### src/rtl/ram_frame_reader.sv
// rtl/ram_frame_reader.sv - drains one buffer per ready pulse into framed packets via a 2-entry FIFO
// Reads exactly DEPTH samples after each buffer-ready pulse, tags sop/eop,
// and reports frame completion, overrun and a running frame count.
module ram_frame_reader #(
  parameter int WIDTH      = 32,
  parameter int DEPTH      = 256,
  parameter int ADDR_WIDTH = $clog2(DEPTH),
  parameter int FCNT_WIDTH = 16
) (
  input  logic                  clk_i,
  input  logic                  rst_ni,
  input  logic                  enable_i,
  input  logic                  buffer_ready_i,
  input  logic [WIDTH-1:0]      rd_data_i,
  input  logic                  rd_valid_i,
  output logic                  rd_ready_o,
  output logic [WIDTH-1:0]      m_data_o,
  output logic                  m_valid_o,
  input  logic                  m_ready_i,
  output logic                  m_sop_o,
  output logic                  m_eop_o,
  output logic                  frame_done_o,
  output logic                  overrun_o,
  output logic [FCNT_WIDTH-1:0] frame_count_o,
  output logic                  busy_o
);

  typedef enum logic {IDLE, DRAIN} state_t;

  localparam logic [ADDR_WIDTH:0] LAST_IDX = (ADDR_WIDTH+1)'(DEPTH-1);

  logic [1:0]            rst_sync_q;
  logic                  rst_n;
  state_t                state_q, state_d;
  logic [ADDR_WIDTH:0]   idx_q, idx_d;
  logic [1:0]            count_q;
  logic [WIDTH-1:0]      out_data_q, spare_data_q;
  logic                  out_sop_q, out_eop_q, spare_sop_q, spare_eop_q;
  logic                  done_q, overrun_q;
  logic [FCNT_WIDTH-1:0] fcnt_q;
  logic                  accept, pop, sop_in, eop_in, last, start;

  // Reset assertion is immediate; release is aligned to the clock.
  always_ff @(posedge clk_i or negedge rst_ni) begin
    if (!rst_ni) rst_sync_q <= 2'b00;
    else         rst_sync_q <= {rst_sync_q[0], 1'b1};
  end
  assign rst_n = rst_sync_q[1];

  assign rd_ready_o = (state_q == DRAIN) && (count_q != 2'd2);
  assign accept     = rd_valid_i && rd_ready_o;
  assign m_valid_o  = (count_q != 2'd0);
  assign pop        = m_valid_o && m_ready_i;
  assign sop_in     = (idx_q == '0);
  assign eop_in     = (idx_q == LAST_IDX);
  assign last       = accept && eop_in;
  assign start      = buffer_ready_i && enable_i;

  assign m_data_o      = out_data_q;
  assign m_sop_o       = out_sop_q && m_valid_o;
  assign m_eop_o       = out_eop_q && m_valid_o;
  assign frame_done_o  = done_q;
  assign overrun_o     = overrun_q;
  assign frame_count_o = fcnt_q;
  assign busy_o        = (state_q == DRAIN);

  // State and sample index registers.
  always_ff @(posedge clk_i or negedge rst_n) begin
    if (!rst_n) begin
      state_q <= IDLE;
      idx_q   <= '0;
    end else begin
      state_q <= state_d;
      idx_q   <= idx_d;
    end
  end

  // Next state: a ready pulse restarts the index; the last accept ends the frame.
  always_comb begin
    state_d = state_q;
    idx_d   = idx_q;
    unique case (state_q)
      IDLE: begin
        if (start) begin
          state_d = DRAIN;
          idx_d   = '0;
        end
      end
      DRAIN: begin
        if (last) begin
          idx_d = '0;
          if (!start) state_d = IDLE;
        end else if (buffer_ready_i) begin
          idx_d = '0;
        end else if (accept) begin
          idx_d = idx_q + 1'b1;
        end
      end
    endcase
  end

  // Status pulses and the completed-frame counter.
  always_ff @(posedge clk_i or negedge rst_n) begin
    if (!rst_n) begin
      done_q    <= 1'b0;
      overrun_q <= 1'b0;
      fcnt_q    <= '0;
    end else begin
      done_q    <= last;
      overrun_q <= (state_q == DRAIN) && buffer_ready_i && !last;
      if (last) fcnt_q <= fcnt_q + 1'b1;
    end
  end

  // Two-entry FIFO: out_* is the registered head, spare_* holds the second entry.
  always_ff @(posedge clk_i or negedge rst_n) begin
    if (!rst_n) begin
      count_q      <= 2'd0;
      out_data_q   <= '0;
      out_sop_q    <= 1'b0;
      out_eop_q    <= 1'b0;
      spare_data_q <= '0;
      spare_sop_q  <= 1'b0;
      spare_eop_q  <= 1'b0;
    end else begin
      unique case ({accept, pop})
        2'b10: begin
          if (count_q == 2'd0) begin
            out_data_q <= rd_data_i;
            out_sop_q  <= sop_in;
            out_eop_q  <= eop_in;
          end else begin
            spare_data_q <= rd_data_i;
            spare_sop_q  <= sop_in;
            spare_eop_q  <= eop_in;
          end
          count_q <= count_q + 2'd1;
        end
        2'b01: begin
          if (count_q == 2'd2) begin
            out_data_q <= spare_data_q;
            out_sop_q  <= spare_sop_q;
            out_eop_q  <= spare_eop_q;
          end
          count_q <= count_q - 2'd1;
        end
        2'b11: begin
          if (count_q == 2'd1) begin
            out_data_q <= rd_data_i;
            out_sop_q  <= sop_in;
            out_eop_q  <= eop_in;
          end else begin
            out_data_q   <= spare_data_q;
            out_sop_q    <= spare_sop_q;
            out_eop_q    <= spare_eop_q;
            spare_data_q <= rd_data_i;
            spare_sop_q  <= sop_in;
            spare_eop_q  <= eop_in;
          end
        end
        default: ;
      endcase
    end
  end

endmodule

### config.mk
export PLATFORM = sky130hd
export DESIGN_NAME = ram_frame_reader
export DESIGN_NICKNAME = d
export VERILOG_FILES = /design/src/rtl/ram_frame_reader.sv
export SDC_FILE = /design/constraint.sdc
export NUM_CORES = 1
export LEC_CHECK = 0
export ABC_CLOCK_PERIOD_IN_PS = 7600
export CORE_UTILIZATION = 35
export CTS_BUF_LIST = sky130_fd_sc_hd__clkbuf_8
export CTS_CLUSTER_SIZE = 10
export DETAILED_ROUTE_END_ITERATION = 10
export DONT_BUFFER_PORTS = 1
export GPL_TIMING_DRIVEN = 0
export PLACE_DENSITY = 0.46
export SLEW_MARGIN = 25
export SYNTH_ARGS = -nofsm -noshare
export SYNTH_HDL_FRONTEND = slang
export SYNTH_SLANG_ARGS = --single-unit
### constraint.sdc
create_clock -name clk_i -period 7.6 [get_ports clk_i]
set_input_delay 1.9 -clock clk_i [delete_from_list [all_inputs] [get_ports clk_i]]
set_output_delay 1.9 -clock clk_i [all_outputs]
set_load 0.02 [all_outputs]
# Yosys cells after proc, flatten, opt, wreduce, memory -nomap -nowiden
# Cells that the tools add are included.
# W data, S select, Z words.
word_totals:
  regBits: 100
  out_inout_bits: 55
classes:
  addsub: 4
  eq_ne: 13
  n_mux: 30
  bitwise_logic: 1
  n_reduce_logical: 19
op_table:
  columns: ["cell", "count"]
  rows:
  - ["$mux W32", 5]
  - ["$pmux W32 S3", 1]
  - ["$pmux W32 S2", 1]
  - ["$mux W9", 4]
  - ["$pmux W9 S2", 1]
  - ["$add A16 B1 Y16 const B", 1]
  - ["$mux W1", 12]
  - ["$ne A2 B2 Y1 const B", 6]
  - ["$add A9 B1 Y9 const B", 1]
  - ["$eq A9 B8 Y1 const B", 1]
  - ["$logic_and A1 B1 Y1", 9]
  - ["$logic_not A9 Y1", 1]
  - ["$eq A2 B2 Y1 const B", 3]
  - ["$pmux W1 S2", 3]
  - ["$pmux W1 S3", 2]
  - ["$reduce_and A3 Y1", 2]
  - ["$reduce_bool A2 Y1", 3]
  - ["$eq A2 B1 Y1 const B", 2]
  - ["$ne A4 B2 Y1 const B", 1]
  - ["$pmux W2 S2", 1]
  - ["$reduce_bool A3 Y1", 1]
  - ["$add A2 B1 Y2 const B", 1]
  - ["$logic_not A2 Y1", 1]
  - ["$reduce_and A2 Y1", 1]
  - ["other kinds (3)", 3]

# Depth between registers and ports, before layout
depth:
  word_depth: 7
  mapped_depth: 12

# Worst setup path before layout
# No wires, ideal clock.
synth_timing:
  path_type: "input-to-reg"
  from: "input rd_valid_i"
  to: "register spare_data_q[10]"
  setup_ps: 125
  arrival_ps: 3173
  required_time_ps: 7475
  slack_ps: 4302
  cell_stages: 6
  path_cell_list: "nand2_1 > inv_1 > ha_1 > o211ai_2 > buf_2 > mux2_2"
synth_between:
  elab_chain_cells: 4
synth_rtl:
  columns: ["element", "line_no", "rtl"]
  rows:
  - ["start, declared", "15", "input logic rd_valid_i,"]
  - ["$logic_and A1 B1 Y1 (*)", "51", "assign accept = rd_valid_i && rd_ready_o;"]
  - ["$eq A2 B2 Y1", "126", "unique case ({accept, pop})"]
  - ["$ne A2 B2 Y1 (no source line) or $reduce_bool A2 Y1 (tied branches)", null, null]
  - ["$reduce_and A3 Y1 (no source line)", null, null]
  - ["end signal, assigned", "133", "spare_data_q <= rd_data_i;"]
  - ["end signal, assigned", "156", "spare_data_q <= rd_data_i;"]
  - ["end, declared", "37", "logic [WIDTH-1:0] out_data_q, spare_data_q;"]
# Mark *: on every way between the ends. The rest lies on a longest branch, timed or not.
# A chain may end at the register's enable or synchronous reset.

# Worst setup path after layout
layout_timing:
  from: "register count_q[0]"
  to: "output m_eop_o"
layout_between:
  elab_chain_cells: 2
layout_rtl:
  columns: ["element", "line_no", "rtl"]
  rows:
  - ["start, declared", "36", "logic [1:0] count_q;"]
  - ["start signal, assigned", "137", "count_q <= count_q + 2'd1;"]
  - ["start signal, assigned", "145", "count_q <= count_q - 2'd1;"]
  - ["$reduce_bool A2 Y1", "52", "assign m_valid_o = (count_q != 2'd0);"]
  - ["$logic_and A1 B1 Y1", "61", "assign m_eop_o = out_eop_q && m_valid_o;"]
  - ["end, declared", "21", "output logic m_eop_o,"]
# Every way passes these cells.

==> reports/results.tsv <==
stage	metric	value	unit
sta	min_period	3430	ps
floorplan	core-area	12100	sq um
critical_path	start_kind	flip-flop	
logic_synthesis	synth_edf_count	0	
sta	fin_worst_skew	11.3	ps
sta	tightest_slew	800	ps
drt	drtPass1Iterations	4	
cts	clockRootBuffer	clkbuf_8	
floorplan	initial_core_util	36.3	%
critical_path	cp_max_fo	4	
sta	hold_viol_final	0	
place	hpwl	6.68	mm
global_route	overflow	0	
floorplan	fp.dieW	114	microns
power_and_ir_drop	ir_drop	0.000151	V
floorplan	io_pins	93	
logic_synthesis	syn_inst	381	
critical_path	cp_cell_sequence	inv_1, ha_1, nor2b_1	
sta	maxSlewViolCount	0	
drt	drcViolationCount	0	
critical_path	path_class	reg2out	
sta	tns	0	ps
critical_path	cp-end-kind	output pin	
worst_hold_path	hold_path_class	reg2async	
critical_path	cpPeakStageDelay	420	ps
cts	numCtsBuffers	9	
drt	drt_wl_total	9.55	mm
logic_synthesis	synth-main-ff-cell	dfrtp_1	
global_route	grt_pass1_vias	3010	
place	port_buffers	0	
global_route	grt_pass1_wl	15.6	mm
cells_and_area	final_layout_size_suffix_gt1_share	20.3	%
critical_path	crit_required	5700	ps
sta	rsz0062_at_grt	no	
cts	cts_setup_buffers	0	
cts	cts_sinks	100	
cells_and_area	final_util	40.3	%
global_route	antenna_found_initial	0	
cts	cts.repair.resized	0	
floorplan	die_h	114	microns
power_and_ir_drop	powerDensity	401	nW/um^2
logic_synthesis	synth.net_count	429	
cells_and_area	fin_nets	442	
logic_synthesis	ys_warn_count	0	
cells_and_area	antennaDiodeCount	0	
critical_path	cpMaxStageDelayCell	nor2b_1	
logic_synthesis	netlist_area	4400	sq um
logic_synthesis	synthArstFlopShare	100	%
cts	hold_buffers	0	
cts	tritoncts	yes	
logic_synthesis	synth_cell_types	43	
cells_and_area	layout_common_cells	dfrtp_1 (99), nor2_1 (39), a21oi_1 (37)	
sta	max_freq	292	MHz
drt	drt_first_iter_violations	186	
flow_run	max_cap_viol_count	0	
sta	min_period_over_period	45.1	%
sta	setup_violations	0	
cts	clk_latency	380	ps
cts	clock_path_buffers	2	
drt	met2_length	4.29	mm
sta	hold_slack	225	ps
critical_path	critPathArrivalTime	1530	ps
drt	wl_met1	4.35	mm
drt	routed.top_layer	met4	
drt	vias	2867	
global_route	grt_max_degree	45	
outcome	status	completed	
cts	cts.clk_slew.worst_paths	90	ps
cts	htreeDepth	3	
sta	max_slew_margin	46.2	%
place	gp_congestion	0.701	
drt	wl_met3	686	microns
cells_and_area	area_growth	11.1	%
logic_synthesis	avgSynthCellArea	11.5	sq um
global_route	grt_usage	15.9	%
logic_synthesis	ys_ff_latch	100	
power_and_ir_drop	p_leak	2.17	nW
drt	via_per_inst	5.06	
floorplan	fp-row-count	40	
drt	ant_nets	0	
drt	drt-wirelength-per-cell	16.8	microns
cells_and_area	layout_commonest_cell	dfrtp_1	
floorplan	die-area	13000	sq um
logic_synthesis	yosysSeqAreaShare	56.9	%
## synthesized netlist by cell type, types with 2 or more instances
cell      count  share of area [%]
mux2_2       34                8.7
a21oi_1      37                4.2
xor2_1        6                1.2
inv_2         3               0.26
buf_4         2               0.34
a22oi_1      33                5.6
o211ai_1      2               0.34
nor2_1       39                3.3
or3_1         5               0.71
buf_2        16                1.8
and4_1        2               0.40
and3_1        3               0.43
dfrtp_1     100                 57
inv_1        10               0.85
nand2_1      23                2.0
nand3_1       7               0.80
o21ai_0       9                1.0
xnor2_1      13                2.6
ha_1         10                2.8
and2b_1       2               0.34
nor2b_1       3               0.43
## path summary, 6_finish.rpt
kind / end / startpoint / slack, ps / depth (start not counted)
worst max-delay path: m_eop_o / count_q[0]$_DFFE_PN0P_ / 4170 / 3
worst min-delay path: spare_data_q[4]$_DFFE_PN0P_ / rst_sync_q[1]$_DFF_PN0_ / 230 / 0
worst max register to register: spare_data_q[24]$_DFFE_PN0P_ / count_q[0]$_DFFE_PN0P_ / 4820 / 9
worst min register to register: spare_data_q[4]$_DFFE_PN0P_ / rst_sync_q[1]$_DFF_PN0_ / 230 / 0
max in group asynchronous: rst_sync_q[1]$_DFF_PN0_ / rst_ni / 6320 / 0
min in group clk_i: rst_sync_q[1]$_DFF_PN0_ / rst_sync_q[0]$_DFF_PN0_ / 370 / 0
## worst max-delay path: cells and delay by family (launching register included)
family                     cells  cell delay, ps
and+or+nand+nor                1             420
buffers and inverters          1              80
adders and majority gates      1             270
DFF                            1             390
## final cells by class
class | instances | area, sq um
fill | 1200 | 7230
sequential | 100 | 2510
multi-input combinational | 250 | 1750
tap | 168 | 210
clock buffer | 11 | 151
buffer | 18 | 95.1
clock inverter | 5 | 76.3
inverter | 13 | 48.8
timing repair buffer | 2 | 47.5
## sequential cells by signal (all words and copies together), names as in the netlist
register       flops
overrun_o          1
idx_q              9
rst_sync_q         2
spare_eop_q        1
count_q            2
spare_data_q      32
out_sop_q          1
spare_sop_q        1
frame_count_o     16
frame_done_o       1
m_data_o          32
busy_o             1
out_eop_q          1
## power breakdown
| group | switching [mW] | internal, mW | total (mW) |
|---|---|---|---|
| combinational | 0.342 | 0.270 | 0.612 |
| clock | 0.184 | 0.202 | 0.386 |
| sequential | 0.229 | 0.730 | 0.959 |
| total | 0.755 | 1.20 | 1.96 |
## logic make-up (layout without fill, tap and decap cells)
family	after synthesis	count (layout)	share of synthesized area, %
flip-flops	100	100	56.9
AO/OA/AOI/OAI	90	90	13.2
other	1	1	0.0853
multiplexers	34	34	8.71
XOR/XNOR	19	19	3.79
adder cells (fa/ha/maj)	10	10	2.85
buffers and inverters	31	49	3.27
AND/OR/NAND/NOR	96	96	11.2
## metrics by stage
step | worst slack [ps] | cell area (sq um) | power (mW) | instances
6_report | 4170 | 4880 | 1.96 | 567
3_5_place_dp | 3950 | 4660 | 1.59 | 551
4_1_cts | 4120 | 4880 | 1.99 | 567
2_1_floorplan | 4300 | 4400 | 1.42 | 381
5_1_grt | 4050 | 4880 | 2.10 | 567
3_3_place_gp | 3350 | 4610 | 1.57 | 549
## routing by layer
layer	vias up	GRT usage, %
met4	0	7.97
met3	16	5.35
met5	-	0
li1	1361	-
met2	62	23.9
met1	1428	20.5
No activity file was read; power rests on OpenSTA's default activity.
